[src/rtl/fetch_decode_stage.sv]
// rtl/fetch_decode_stage.sv - PC owner, synchronous imem fetch, ID slot and field extraction
module fetch_decode_stage #(
    parameter logic [31:0] RESET_PC  = 32'h0000_0000,
    parameter logic [31:0] NOP_INSTR = 32'h0000_0013
) (
    input  logic        clk,
    input  logic        rst_n,
    input  logic        start_i,
    input  logic        stall_i,
    input  logic        redirect_i,
    input  logic [31:0] redirect_pc_i,
    input  logic        halt_i,
    output logic [31:0] imem_addr_o,
    output logic        imem_en_o,
    input  logic [31:0] imem_rdata_i,
    output logic [31:0] id_instr_o,
    output logic [31:0] id_pc_o,
    output logic        id_valid_o,
    output logic [4:0]  funct_o,
    output logic [4:0]  opcode_o,
    output logic [4:0]  rs1_o,
    output logic [4:0]  rs2_o,
    output logic [4:0]  rd_o,
    output logic        halted_o,
    output logic        misalign_o,
    output logic [31:0] instr_count_o
);

    typedef enum logic [1:0] {
        S_IDLE,
        S_RUN,
        S_HALTED
    } state_t;

    state_t      r_state;
    state_t      w_state_nxt;
    logic [31:0] r_fetch_pc;
    logic [31:0] r_id_pc;
    logic        r_id_valid;
    logic        r_misalign;
    logic [31:0] r_count;
    logic        w_run;
    logic        w_fetch_en;
    logic [31:0] w_id_instr;

    always_ff @(posedge clk or negedge rst_n) begin
        if (!rst_n) begin
            r_state <= S_IDLE;
        end else begin
            r_state <= w_state_nxt;
        end
    end

    always_comb begin
        w_state_nxt = r_state;
        case (r_state)
            S_IDLE:   if (start_i) w_state_nxt = S_RUN;
            S_RUN:    if (halt_i)  w_state_nxt = S_HALTED;
            default:  w_state_nxt = r_state;
        endcase
    end

    assign w_run      = (r_state == S_RUN);
    assign w_fetch_en = w_run & ~stall_i & ~redirect_i & ~halt_i;

    // Stall holds everything; the memory holds rdata too, so the ID slot stays coherent.
    always_ff @(posedge clk or negedge rst_n) begin
        if (!rst_n) begin
            r_fetch_pc <= RESET_PC;
            r_id_pc    <= RESET_PC;
            r_id_valid <= 1'b0;
            r_misalign <= 1'b0;
            r_count    <= 32'd0;
        end else if (w_run) begin
            if (halt_i) begin
                r_id_valid <= 1'b0;
            end else if (redirect_i) begin
                r_fetch_pc <= {redirect_pc_i[31:2], 2'b00};
                r_id_valid <= 1'b0;
                if (redirect_pc_i[1:0] != 2'b00) begin
                    r_misalign <= 1'b1;
                end
            end else if (!stall_i) begin
                r_id_pc    <= r_fetch_pc;
                r_id_valid <= 1'b1;
                r_fetch_pc <= r_fetch_pc + 32'd4;
            end
            if (w_fetch_en && r_id_valid) begin
                r_count <= r_count + 32'd1;
            end
        end
    end

    assign w_id_instr    = r_id_valid ? imem_rdata_i : NOP_INSTR;

    assign imem_addr_o   = r_fetch_pc;
    assign imem_en_o     = w_fetch_en;
    assign id_instr_o    = w_id_instr;
    assign id_pc_o       = r_id_pc;
    assign id_valid_o    = r_id_valid;
    assign funct_o       = {w_id_instr[30], w_id_instr[25], w_id_instr[14:12]};
    assign opcode_o      = w_id_instr[6:2];
    assign rs1_o         = w_id_instr[19:15];
    assign rs2_o         = w_id_instr[24:20];
    assign rd_o          = w_id_instr[11:7];
    assign halted_o      = (r_state == S_HALTED);
    assign misalign_o    = r_misalign;
    assign instr_count_o = r_count;

endmodule

[config.mk]
export PLATFORM = sky130hd
export DESIGN_NAME = fetch_decode_stage
export DESIGN_NICKNAME = d
export VERILOG_FILES = /design/src/rtl/fetch_decode_stage.sv
export SDC_FILE = /design/constraint.sdc
export NUM_CORES = 1
export LEC_CHECK = 0
export ABC_AREA = 1
export CORE_ASPECT_RATIO = 1.4
export CORE_MARGIN = 2
export CORE_UTILIZATION = 41
export DETAILED_ROUTE_END_ITERATION = 6
export MAX_ROUTING_LAYER = met4
export PLACE_DENSITY = 0.75
export SYNTH_ARGS = -nofsm -noshare
export SYNTH_HDL_FRONTEND = slang
export SYNTH_SLANG_ARGS = --single-unit
[constraint.sdc]
create_clock -name clk -period 1.5 [get_ports clk]
set_input_delay 0.375 -clock clk [delete_from_list [all_inputs] [get_ports clk]]
set_output_delay 0.375 -clock clk [all_outputs]
set_load 0.03 [all_outputs]
# Word level (Yosys, flattened, before mapping)
# Index checks and enable logic that the tools add are counted.
totals:
  inputBits: 70
  out_inout_bits: 157
  ff_bits: 100
  elab_cells: 39
op_classes:
  n_eq_ne: 6
  n_reduce_logical: 10
  bitwise: 6
  n_addsub: 2
  n_mux: 9
op_table:
  columns: ["cell", "n"]
  rows:
  - ["32-bit two-way mux", 3]
  - ["32-bit by 1-bit adder with 32-bit output, second input constant", 1]
  - ["32-bit by 3-bit adder with 32-bit output, second input constant", 1]
  - ["4-bit AND reduction", 2]
  - ["3-bit AND reduction", 2]
  - ["2-bit two-way mux", 2]
  - ["2-bit inequality test, second input constant", 2]
  - ["2-bit one-hot mux with 2 select lines", 1]
  - ["2-bit AND reduction", 2]
  - ["2-bit nonzero test", 2]
  - ["1-bit AND", 3]
  - ["1-bit two-way mux", 3]
  - ["3-bit by 1-bit inequality test with 1-bit output, second input constant", 1]
  - ["1-bit inverter", 3]
  - ["2-bit by 1-bit equality test with 1-bit output, second input constant", 1]
  - ["2-bit equality test, second input constant", 1]
  - ["2-bit zero test", 1]
  - ["2-bit by 1-bit inequality test with 1-bit output, second input constant", 1]
  - ["1-bit logical AND", 1]

# Depth between registers and ports, before layout
depth:
  word_depth: 6
  ltp_mapped: 11
  ltp_nobuf: 11

# Worst setup path after synthesis
# OpenSTA, ideal clock, no wires.
synth_timing:
  path_kind: "register to output"
  from: "register r_id_valid, in the netlist id_valid_o"
  to: "output port opcode_o[0]"
  stages_incl_launch_ff: 5
  arrival_time_ns: 1.339
  setup_slack_ns: -0.214
  n_path_buf: 2
  path_cell_list: "dfrtp_1 > clkbuf_1 > nand2_1 > inv_1 > buf_4"
synth_via:
  elab_chain_cells: 1
synth_rtl:
  columns: ["item", "line_no", "source"]
  rows:
  - ["start: declaration", "39", "logic r_id_valid;"]
  - ["start signal: assignment", "71", "r_id_valid <= 1'b0;"]
  - ["start signal: assignment", "76", "r_id_valid <= 1'b0;"]
  - ["start signal: assignment", "79", "r_id_valid <= 1'b0;"]
  - ["32-bit two-way mux", "94", "assign w_id_instr = r_id_valid ? imem_rdata_i : NOP_INSTR;"]
  - ["end: declaration", "20", "output logic [4:0] opcode_o,"]
# Every way passes these cells.

# Worst setup path in the final report
layout_timing:
  from: "register r_id_valid, in the netlist id_valid_o"
  to: "output port id_instr_o[20]"
layout_via:
  elab_chain_cells: 1
layout_rtl:
  columns: ["item", "line_no", "source"]
  rows:
  - ["32-bit two-way mux", "94", null]
  - ["end: declaration", "16", "output logic [31:0] id_instr_o,"]
# Every way passes these cells.

==> summary.txt <==
vias in the first global route -> 6757
io pins -> 227
share of cells above drive strength 1 -> 0.430
H-tree depth -> 3
Starting Density -> 0.418
Clock Skews -> 0.00806 ns
Clock Latency Late Sink -> 0.35 ns
startpoint types -> flip-flop
initial antenna violation count -> 0
internal cell power -> 4.47 mW
Period Utilization, post-route -> 1.15
Syn Inst Count -> 905
count of unique library cells instantiated by Yosys -> 29
run status -> complete, but fails checks
clk sinks -> 96
top sig layer -> met4
gpl congestion -> 0.975
Max Slew Vio Count -> 0
crit path max fanout -> 8
core area -> 0.0144 mm^2
Clk pwr share -> 0.388
GRT Total Usage -> 0.279
Synth warnings -> 0
FFs w/ async S/R, synth -> 1.00
DR DRC count -> 0
DR WL/cell -> 16.5 um
RSZ-0062 raised after global routing -> true
Die Ht -> 147 um
CP cell instances -> buf_6 -> clkbuf_16 -> nand2_2 -> inv_2 -> buf_6
Reg power frac -> 0.443
Primary FF master, synth -> dfrtp_1
hold_ws -> 0.462 ns
fin nets -> 1301
Setup WS post-layout -> -0.218 ns
initial DRC count -> 468
met1 WL -> 8.05 mm
critical path class -> reg2out
routed vias -> 7245
CTS root buf -> clkbuf_16
drt via density -> 5.09
first-pass GRT wire length -> 33.3 mm
Post-synth EDFFs -> 0
antenna-violating nets left -> 0
switching pwr -> 1.68 mW
total of max-cap violations -> 0
WL met2 -> 12.7 mm
full die area -> 0.0157 mm^2
max incr delay on CP -> 0.42 ns
crit path DAT -> 1.34 ns
post-layout min period -> 1.72 ns
Buffers on Ports -> 222
share of the yosys chip area belonging to registers -> 0.400
final number of setup-violating endpoints -> 98
Layout area overhead -> 83.3%
Worst path most repeated cell -> buf_6
metal3 WL -> 1.40 mm
failing checks -> setup timing
delay-heaviest family, CP -> buffers and inverters
Max VDD drop -> 0.467 mV
Worst Setup End Kind -> primary output
DR pass1 iterations -> 5
pre-CTS setup slack -> -0.557 ns
FP Rows -> 52
CP required -> 1.12 ns
critical path's slowest cell -> dfrtp_2
Yosys reg bits -> 96
final-report hold violation count -> 0
HP Class -> in2async
diode count -> 0
CP Buf/Inv Count -> 4
power per cell area -> 558 mW/mm^2
CTS tree -> built
combinational fraction of design power -> 0.170
Max Fclk -> 582 MHz
CTS Buf Count -> 9
largest net degree at the start of global routing -> 61
worst-case clock buffer depth -> 2
final wirelength -> 23.5 mm
gr ovfl total -> 0
mapped cell area -> 0.00601 mm^2
clock transition at the registers of the reported paths -> 0.07 ns
die width -> 106 um
DPL Wire Length -> 15.1 mm
Sw Ratio -> 0.273
Synth Area per Inst -> 6.64 um^2
Leak -> 5.37 nW
==> layout make-up <==
type / count / area, um^2
well taps: 189 / 236
clock buffers: 11 / 243
inverters: 103 / 409
clock inverters: 5 / 56.3
repair inverters: 1 / 11.3
multi-input cells: 654 / 3630
flip-flops and latches: 96 / 2430
repair buffers: 364 / 4010
fillers: 939 / 3360
==> registers in the layout, summed over array words and instances (netlist names) <==
signal         count
id_pc_o           30
id_valid_o         1
imem_addr_o       30
instr_count_o     32
misalign_o         1
r_state            2
==> cell usage after synthesis, types with 5 or more instances <==
| library cell | n | area [um^2] |
|---|---|---|
| nand2_1 | 342 | 1280 |
| nor2_1 | 127 | 477 |
| inv_1 | 101 | 379 |
| dfrtp_1 | 96 | 2400 |
| o21ai_0 | 66 | 330 |
| nand3_1 | 44 | 220 |
| buf_4 | 33 | 248 |
| clkbuf_1 | 12 | 45.0 |
| a21oi_1 | 10 | 50.1 |
| xor2_1 | 10 | 87.6 |
| nor2_4 | 9 | 101 |
| buf_2 | 8 | 40.0 |
| nand3b_1 | 8 | 60.1 |
| xnor2_1 | 8 | 70.1 |
| nor2_2 | 5 | 31.3 |
==> layer usage <==
metal / global-route usage / up-vias
met1: 0.286 / 3394
met2: 0.506 / 353
met5: - / -
met3: 0.0404 / 107
li1: - / 3391
met4: 0.149 / 0
==> what timing repair did <==
action,in CTS,in global routing
endpoints found under the hold margin,14,0
setup endpoints to repair,146,134
cloned,6,6
buffers inserted,18,30
resized for setup,276,224
hold buffers,1,0
pin swaps,27,63
==> kinds of logic after synthesis <==
family	count (synthesis)	synth area share
compound gates	85	0.0728
fa+ha+maj	2	0.00416
other cells	1	0.000624
xor+xnor	18	0.0262
simple gates	545	0.373
buf+inv	158	0.123
flops	96	0.399
==> power by group through the flow <==
stage	registers, mW	clock network, mW	logic, mW
after floorplan	2.87	0	0.244
after global placement	2.76	0	0.892
after detailed placement	2.76	0	0.902
after CTS	2.71	2.39	0.932
after global routing	2.73	2.52	1.12
final	2.72	2.39	1.04
==> cells in the final DEF, fill, tap and decap left out, types with 38 or more instances in the layout <==
| master | count |
|---|---|
| inv_1 | 60 |
| buf_4 | 113 |
| nor2_1 | 72 |
| buf_6 | 85 |
| nand2_2 | 54 |
| nand3_1 | 41 |
| o21ai_0 | 38 |
| nand2_1 | 264 |
| clkdlybuf4s50_1 | 65 |
| dfrtp_1 | 77 |
| buf_12 | 42 |
==> worst paths after layout <==
check                               start         endpoint  slack (ns)  cells after the start
max in group asynchronous           rst_n  imem_addr_o[14]        0.55                      3
min in group clk               id_pc_o[3]       id_pc_o[3]        0.47                      2
min                                 rst_n      id_pc_o[13]        0.46                      2
max reg2reg                imem_addr_o[3]  imem_addr_o[16]       -0.12                     10
min reg2reg                    id_pc_o[3]       id_pc_o[3]        0.47                      2
max                            id_valid_o   id_instr_o[20]       -0.22                      5
==> metrics by stage <==
step	cells	power [mW]	instance area, um^2	utilization	setup TNS (ns)
after floorplan	908	3.11	6100	-	-0.349
after global placement	1354	3.65	9050	0.629	-27.84
after detailed placement	1354	3.66	9050	0.629	-32.99
after CTS	1393	6.04	10200	0.711	-10.77
after global routing	1423	6.37	11000	0.767	-17.25
final	1423	6.15	11000	0.767	-11.45
Note: power is estimated with default switching activity, not from simulation.
